### config.mk
export PLATFORM = sky130hd
export DESIGN_NAME = dcache_mem_arb
export DESIGN_NICKNAME = d
export VERILOG_FILES = /design/src/rtl/dcache_pkg.sv /design/src/rtl/dcache_mem_arb.sv
export SDC_FILE = /design/constraint.sdc
export NUM_CORES = 1
export LEC_CHECK = 0
export BUFFER_PORTS_ARGS = -buffer_cell sky130_fd_sc_hd__buf_2
export CAP_MARGIN = 20
export CORE_MARGIN = 5
export CORE_UTILIZATION = 47
export CTS_CLUSTER_SIZE = 10
export DETAILED_ROUTE_END_ITERATION = 12
export PLACE_DENSITY = 0.8
export SETUP_SLACK_MARGIN = 0.2
export SYNTH_ARGS = -nofsm -noshare
export SYNTH_HDL_FRONTEND = slang
export SYNTH_SLANG_ARGS = --single-unit
### constraint.sdc
create_clock -name clk -period 5 [get_ports clk]
set_clock_uncertainty 0.15 [all_clocks]
set_input_delay 0.5 -clock clk [delete_from_list [all_inputs] [get_ports clk]]
set_output_delay 0.5 -clock clk [all_outputs]
set_load 0.05 [all_outputs]
### src/rtl/dcache_pkg.sv
// Shared types for the data-cache memory arbiter: FSM states, the captured
// memory request, and the width of the store-starvation counter.
package dcache_pkg;

    localparam int STARVE_W = 8;

    typedef enum logic [1:0] {
        IDLE,
        REQ,
        RD_WAIT,
        FENCE
    } arb_state_e;

    typedef struct packed {
        logic        we;
        logic [31:0] addr;
        logic [31:0] wdata;
        logic [3:0]  wstrb;
    } mem_req_t;

endpackage

### src/rtl/dcache_mem_arb.sv
// Arbitrates one memory bus between D$ read misses and write-buffer drains.
// Reads win for latency; stores win on RAW hazard, starvation or fence.
module dcache_mem_arb
    import dcache_pkg::*;
#(
    parameter int unsigned STARVE_MAX = 8
) (
    input  logic        clk,
    input  logic        rst,
    input  logic        rd_req_valid_i,
    input  logic [31:0] rd_req_addr_i,
    output logic        rd_req_ready_o,
    output logic        rd_resp_valid_o,
    output logic [31:0] rd_resp_data_o,
    input  logic        wb_valid_i,
    input  logic [31:0] wb_addr_i,
    input  logic [31:0] wb_wdata_i,
    input  logic [3:0]  wb_wstrb_i,
    output logic        wb_ready_o,
    input  logic        wb_empty_i,
    input  logic        wb_hazard_i,
    input  logic        fence_i,
    output logic        fence_done_o,
    output logic        mem_valid_o,
    output logic        mem_we_o,
    output logic [31:0] mem_addr_o,
    output logic [31:0] mem_wdata_o,
    output logic [3:0]  mem_wstrb_o,
    input  logic        mem_ready_i,
    input  logic        mem_rvalid_i,
    input  logic [31:0] mem_rdata_i
);

    localparam logic [STARVE_W-1:0] STARVE_LIM = STARVE_W'(STARVE_MAX);

    arb_state_e          state_q, state_d;
    mem_req_t            req_q, req_d;
    logic [STARVE_W-1:0] starve_q, starve_d;
    logic                fence_act_q, fence_act_d;   // a drain is in progress
    logic                fence_lock_q, fence_lock_d; // fence_i must drop before re-arming
    logic                grant_rd, grant_wb;
    logic                rd_ready_d, wb_ready_d, resp_valid_d, fence_done_d;

    always_comb begin
        // NOTE: every signal gets a default before the case so no path leaves it unassigned (no latches).
        state_d      = state_q;
        req_d        = req_q;
        starve_d     = starve_q;
        fence_act_d  = fence_act_q;
        fence_lock_d = fence_lock_q;
        grant_rd     = 1'b0;
        grant_wb     = 1'b0;
        rd_ready_d   = 1'b0;
        wb_ready_d   = 1'b0;
        resp_valid_d = 1'b0;
        fence_done_d = 1'b0;

        if (!fence_i && !fence_act_q) begin
            fence_lock_d = 1'b0;
        end

        unique case (state_q)
            IDLE: begin
                if (fence_i && !fence_lock_q) begin
                    state_d      = FENCE;
                    fence_act_d  = 1'b1;
                    fence_lock_d = 1'b1;
                end else if (rd_req_valid_i && !wb_hazard_i && (starve_q < STARVE_LIM)) begin
                    grant_rd = 1'b1;
                end else if (wb_valid_i) begin
                    grant_wb = 1'b1;
                end else if (rd_req_valid_i) begin
                    grant_rd = 1'b1;
                end
            end
            REQ: begin
                if (mem_ready_i) begin
                    if (!req_q.we)        state_d = RD_WAIT;
                    else if (fence_act_q) state_d = FENCE;
                    else                  state_d = IDLE;
                end
            end
            RD_WAIT: begin
                if (mem_rvalid_i) begin
                    resp_valid_d = 1'b1;
                    state_d      = IDLE;
                end
            end
            FENCE: begin
                if (wb_empty_i) begin
                    fence_done_d = 1'b1;
                    fence_act_d  = 1'b0;
                    state_d      = IDLE;
                end else if (wb_valid_i) begin
                    grant_wb = 1'b1;
                end
            end
            default: state_d = IDLE;
        endcase

        if (grant_rd) begin
            req_d      = '{we: 1'b0, addr: rd_req_addr_i, wdata: '0, wstrb: '0};
            rd_ready_d = 1'b1;
            state_d    = REQ;
            if (wb_valid_i) begin
                starve_d = (starve_q >= STARVE_LIM) ? STARVE_LIM : starve_q + 1'b1;
            end
        end
        if (grant_wb) begin
            req_d      = '{we: 1'b1, addr: wb_addr_i, wdata: wb_wdata_i, wstrb: wb_wstrb_i};
            wb_ready_d = 1'b1;
            state_d    = REQ;
            starve_d   = '0;
        end
    end

    // NOTE: sequential state uses non-blocking assignments so all registers update together.
    always_ff @(posedge clk or posedge rst) begin
        if (rst) begin
            state_q         <= IDLE;
            req_q           <= '0;
            starve_q        <= '0;
            fence_act_q     <= 1'b0;
            fence_lock_q    <= 1'b0;
            rd_req_ready_o  <= 1'b0;
            wb_ready_o      <= 1'b0;
            rd_resp_valid_o <= 1'b0;
            rd_resp_data_o  <= '0;
            fence_done_o    <= 1'b0;
        end else begin
            state_q         <= state_d;
            req_q           <= req_d;
            starve_q        <= starve_d;
            fence_act_q     <= fence_act_d;
            fence_lock_q    <= fence_lock_d;
            rd_req_ready_o  <= rd_ready_d;
            wb_ready_o      <= wb_ready_d;
            rd_resp_valid_o <= resp_valid_d;
            fence_done_o    <= fence_done_d;
            if (resp_valid_d) begin
                rd_resp_data_o <= mem_rdata_i;
            end
        end
    end

    // Memory fields come straight from the request register; valid follows state.
    assign mem_valid_o = (state_q == REQ);
    assign mem_we_o    = req_q.we;
    assign mem_addr_o  = req_q.addr;
    assign mem_wdata_o = req_q.wdata;
    assign mem_wstrb_o = req_q.we ? req_q.wstrb : 4'h0;

    // A hazard implies a buffered store exists; upstream must never break that.
    hazard_needs_store: assert property (@(posedge clk) disable iff (rst)
        !(rd_req_valid_i && wb_hazard_i && !wb_valid_i));

endmodule

After elaboration in Yosys (flattened, before gate mapping). Index checks and enable logic that the tools add are counted.

Output and inout port bits: 106. Logic and storage cells: 78. Register bits: 117.

Eq/ne operators: 9. Magnitude comparators: 2. Reduce and logical (&&, ||, !) cells: 15. $add $sub $neg: 1. Muxes and demuxes: 38.

Operators with widths (number): $mux W69 (2); $mux W8 (4); $mux W1 (20); $mux W2 (8); $ne A4 B4 Y1 const B (3); $add A8 B1 Y8 const B (1); $ge A8 B4 Y1 const B (1); $lt A8 B4 Y1 const B (1); $pmux W2 S4 (1); $reduce_bool A2 Y1 (3); $eq A2 B2 Y1 const B (2); $logic_and A1 B1 Y1 (4); $logic_not A1 Y1 (4); $mux W4 (1); $ne A2 B2 Y1 const B (2); $ne A4 B1 Y1 const B (1); $pmux W1 S2 (2); $reduce_and A4 Y1 (1); $reduce_and A3 Y1 (1); $eq A2 B1 Y1 const B (1); $logic_not A2 Y1 (1); $reduce_and A2 Y1 (1).

Logic depth before layout (Yosys ltp).
Depth after elaboration: 8. Depth in mapped cells: 9.

Least setup slack after synthesis. No wires, ideal clock.

Path kind: reg2reg. Start: register state_q[0]. End: register req_q, in the netlist mem_addr_o[10]. Library setup time: 0.083 ns. Required time: 4.767 ns. Clock period less this slack: 2.152 ns. Data arrival time: 1.919 ns. Path buffers: 2. Slack: 2.848 ns. Stages on the path, launching flop included: 10. Path through: dfrtp_1 > inv_1 > ha_1 > and2b_1 > nand3_1 > o32ai_2 > buf_2 > buf_2 > nand2_1 > o21ai_0.

Cells in the longest elaborated chain, start to end: 3. Elaborated cells on any way between the ends: 6. Classes of those cells: eq/ne: 1; mux: 3; reduce/logical: 2.

Ends and longest elaborated chain: start, declared (RTL line dcache_mem_arb.sv:36) `arb_state_e state_q, state_d;`; start signal, assigned (RTL line dcache_mem_arb.sv:131) `state_q <= state_d;`; $eq A2 B2 Y1 / $logic_not A2 Y1 (equally long branches) (RTL line dcache_mem_arb.sv:62) `unique case (state_q)`; $pmux W1 S2 / $mux W1 (equally long branches) (RTL line dcache_mem_arb.sv:62); $mux W69 / $reduce_bool A2 Y1 (equally long branches); end signal, assigned (RTL line dcache_mem_arb.sv:132) `req_q <= req_d;`; end, declared (RTL line dcache_mem_arb.sv:37) `mem_req_t req_q, req_d;`.

Several ways; a longest one is shown, not always the timed one. A chain may end at the register's enable or synchronous reset.

Worst setup path in the final report.
Start: register state_q[0]. End: register req_q, in the netlist mem_wdata_o[4].

Cells in the longest elaborated chain, start to end: 3. Elaborated cells on any way between the ends: 6. Classes of those cells: eq/ne: 1; mux: 3; reduce/logical: 2.

Ends and longest elaborated chain: $logic_not A2 Y1 (RTL line dcache_mem_arb.sv:62); $mux W1 (RTL line dcache_mem_arb.sv:62); net grant_rd (RTL line dcache_mem_arb.sv:41) `logic grant_rd, grant_wb;`; $reduce_bool A2 Y1 (no source line).

The timed path passes the listed nets, and every way through them passes these cells.

==> run summary <==
Net count, final = 776
clock period minus final worst setup slack = 2880 ps
worst slew slack as a fraction of its limit = 40.5%
floorplan die height = 116 um
combinational power share = 48.9%
Total Neg Setup Slack = 0 ps
Initial Util = 48.4%
maximum number of pins on one net before global-route repair = 76
initial antenna violation count = 1
Congestion Overflow GR = 0
Skew-Pair Late Insertion Delay = 410 ps
average via count per standard cell = 5.03
critical path class = flop to flop
number of unique standard cell types used by synthesis = 37
CTS-repair resized insts = 0
power density relative to cell area = 839 nW/um^2
global placement routability congestion = 0.860
Static Leakage = 3.73 nW
portion of total power attributed to sequential cells = 28.2%
final number of setup-violating endpoints = 0
number of standard cells after synthesis = 442
setup repair after global routing missed its margin = false
portion of total power attributed to the clock network = 22.9%
overall die area = 13500 um^2
final count of hold timing violations = 0
dpl hpwl = 9690 um
largest area contributor in the synthesized netlist = sky130_fd_sc_hd__dfrtp_1
TritonCTS clock tree = done
hold buffer count at cts = 0
DR vias = 3928
die width = 116 um
detailed-route wire length per cell = 16.7 um
violation count after the first detailed-route iteration = 206
post-detailed-route DRC marker count = 0
worst-margin pin slew = 891 ps
number of global-route vias before repair = 3993
number of pins exceeding their max-slew limit in the final report = 0
post-synth design cell area = 5300 um^2
number of synthesized flops with an enable pin = 0
overall fraction of global-route tracks in use = 19.2%
port buffer count = 246
synth warn = 0
cell count after placement = 749
buffer cell driving the clock tree root = sky130_fd_sc_hd__clkbuf_16
row cnt = 38
register area share after synthesis = 55.3%
Sw Ratio = 47.2%
critical path capture point type = flop
Clock Pin Slew Worst Setup and Hold Paths = 60 ps
class of the tightest hold or removal check = primary input to flop
share of the clock period used by the worst path = 57.7%
Setup Buffers After CTS = 0
ranking of synthesized cells by instance count = sky130_fd_sc_hd__dfrtp_1 (117), sky130_fd_sc_hd__buf_4 (67), sky130_fd_sc_hd__nand2_1 (40), sky130_fd_sc_hd__a22o_1 (38)
Achievable Freq = 347 MHz
# diodes = 0
internal power = 3.03 mW
outcome = finished, final reports clean
total power consumption of the routed design = 5.74 mW
count leader, synth = sky130_fd_sc_hd__dfrtp_1
total wire length after detailed routing = 13000 um
Main synth FF type = sky130_fd_sc_hd__dfrtp_1
wire length of the first global-routing pass = 19700 um
number of nets produced by synthesis = 590
type of origin of the critical path = flop
Data arrival, critical path = 3070 ps
TritonCTS sink count = 117
fraction of synthesized cell area taken by the top area cell type = 55.3%
synthesis-to-finish area growth = 29.3%
critical path data required time = 5180 ps
I/O Pins = 247
synthesized area per cell = 12.0 um^2
number of levels the H-tree was split into = 4
1st-pass router iterations = 4
fraction of synthesis flops using an asynchronous set or reset pin = 100%
clock buffers created by TritonCTS = 17
Clock Path Buffers = 2
peak fanout along the critical path = 36
final cell count without fillers = 781
layout cell share with drive strength beyond 1 = 50.1%
core region area = 10900 um^2
max_cap viols = 0
number of synthesized register bits = 117
most area-consuming cells after synthesis = sky130_fd_sc_hd__dfrtp_1 (55%), sky130_fd_sc_hd__buf_4 (9.5%), sky130_fd_sc_hd__mux2_2 (7.0%)
antenna-violating nets left = 0
maximum VDD drop = 0.531 mV
Net Sw Power = 2.71 mW
[routing by layer]
metal | part of all wire (%) | routed length, um | vias up | track usage, %
met2 | 49 | 6440 | 201 | 32.0
met1 | 39 | 5100 | 1855 | 23.2
met3 | 9.3 | 1220 | 24 | 6.06
li1 | - | - | 1846 | -
met5 | 0.10 | 13 | - | 0
met4 | 2.0 | 265 | 2 | 7.58
[critical path, cell delays in order, from the launching register on]
cell,delay [ps]
sky130_fd_sc_hd__dfrtp_1,410
sky130_fd_sc_hd__inv_1,110
sky130_fd_sc_hd__ha_1,270
sky130_fd_sc_hd__and2_1,200
sky130_fd_sc_hd__o21ai_4,60
sky130_fd_sc_hd__buf_4,470
sky130_fd_sc_hd__inv_2,170
sky130_fd_sc_hd__a21oi_4,720
sky130_fd_sc_hd__a22o_1,240
[sequential cells by signal, indices dropped and copies added, names as in the netlist]
register,flops
fence_act_q,1
fence_done_o,1
fence_lock_q,1
mem_addr_o,32
mem_wdata_o,32
mem_we_o,1
rd_req_ready_o,1
rd_resp_data_o,32
rd_resp_valid_o,1
req_q,4
starve_q,8
state_q,2
wb_ready_o,1
[logic make-up after synthesis]
logic type | count (synthesis) | synth area share [%]
flops | 117 | 55.3
buf+inv | 92 | 11.4
mux | 65 | 13.1
fa+ha+maj | 7 | 1.65
compound gates | 86 | 11.8
simple gates | 75 | 6.81
[placed cells by master (no fill, tap or decap), types with 2 or more instances in the layout]
cell type                    synthesis  final
sky130_fd_sc_hd__buf_2               6    246
sky130_fd_sc_hd__dfrtp_1           117    117
sky130_fd_sc_hd__nand2_1            40     40
sky130_fd_sc_hd__a22o_1             38     38
sky130_fd_sc_hd__o21ai_0            33     33
sky130_fd_sc_hd__mux2_2             33     33
sky130_fd_sc_hd__mux2i_1            32     32
sky130_fd_sc_hd__clkbuf_16           0     17
sky130_fd_sc_hd__and2_1              8      8
sky130_fd_sc_hd__ha_1                7      7
sky130_fd_sc_hd__inv_1               7      6
sky130_fd_sc_hd__a21oi_1             5      5
sky130_fd_sc_hd__nor2_1              5      5
sky130_fd_sc_hd__bufinv_16           0      5
sky130_fd_sc_hd__nand2b_1            4      4
sky130_fd_sc_hd__nand3_1             4      4
sky130_fd_sc_hd__nor2b_1             4      4
sky130_fd_sc_hd__clkinv_2            0      3
sky130_fd_sc_hd__clkinvlp_4          0      3
sky130_fd_sc_hd__buf_4              67      3
sky130_fd_sc_hd__nand3b_1            2      2
sky130_fd_sc_hd__o21ai_1             2      2
sky130_fd_sc_hd__clkinv_4            0      2
[power by group through the flow]
| stage | Sequential [mW] | Clock (mW) | Combinational (mW) |
|---|---|---|---|
| after floorplan | 2.08 | 0 | 2.03 |
| after global placement | 1.61 | 0 | 2.77 |
| after detailed placement | 1.62 | 0 | 2.84 |
| after CTS | 1.62 | 1.34 | 2.84 |
| after global routing | 1.67 | 1.39 | 2.96 |
| final | 1.62 | 1.31 | 2.81 |
[cell type report]
cell class	instances	area, um^2
Timing Repair Buffer	251	1290
Inverter	8	32.5
Fill cell	860	4090
Clock buffer	19	443
Tap cell	140	175
Clock inverter	13	205
Sequential cell	117	2930
Multi-Input combinational cell	233	1770
[worst paths after layout]
check / from / end / slack [ps] / cells past startpoint
worst max-delay path: state_q[0] / mem_wdata_o[4] / 2120 / 8
worst min-delay path: wb_addr_i[8] / mem_addr_o[8] / 140 / 3
worst max register to register: state_q[0] / mem_wdata_o[4] / 2120 / 8
worst min register to register: req_q[2] / req_q[2] / 340 / 1
max in group asynchronous: rst / mem_addr_o[18] / 3440 / 3
min in group asynchronous: rst / rd_resp_data_o[7] / 150 / 2
[per-stage QoR]
step	hold slack, ps	cell area, um^2	utilization [%]	worst slack [ps]
3_5_place_dp	326	6200	56.7	2060
3_3_place_gp	326	6180	56.5	2150
5_1_grt	151	6850	62.6	1900
4_1_cts	139	6850	62.6	2100
2_1_floorplan	308	5300	-	1250
6_report	143	6850	62.6	2120
Power figures use the tool's default switching activity.
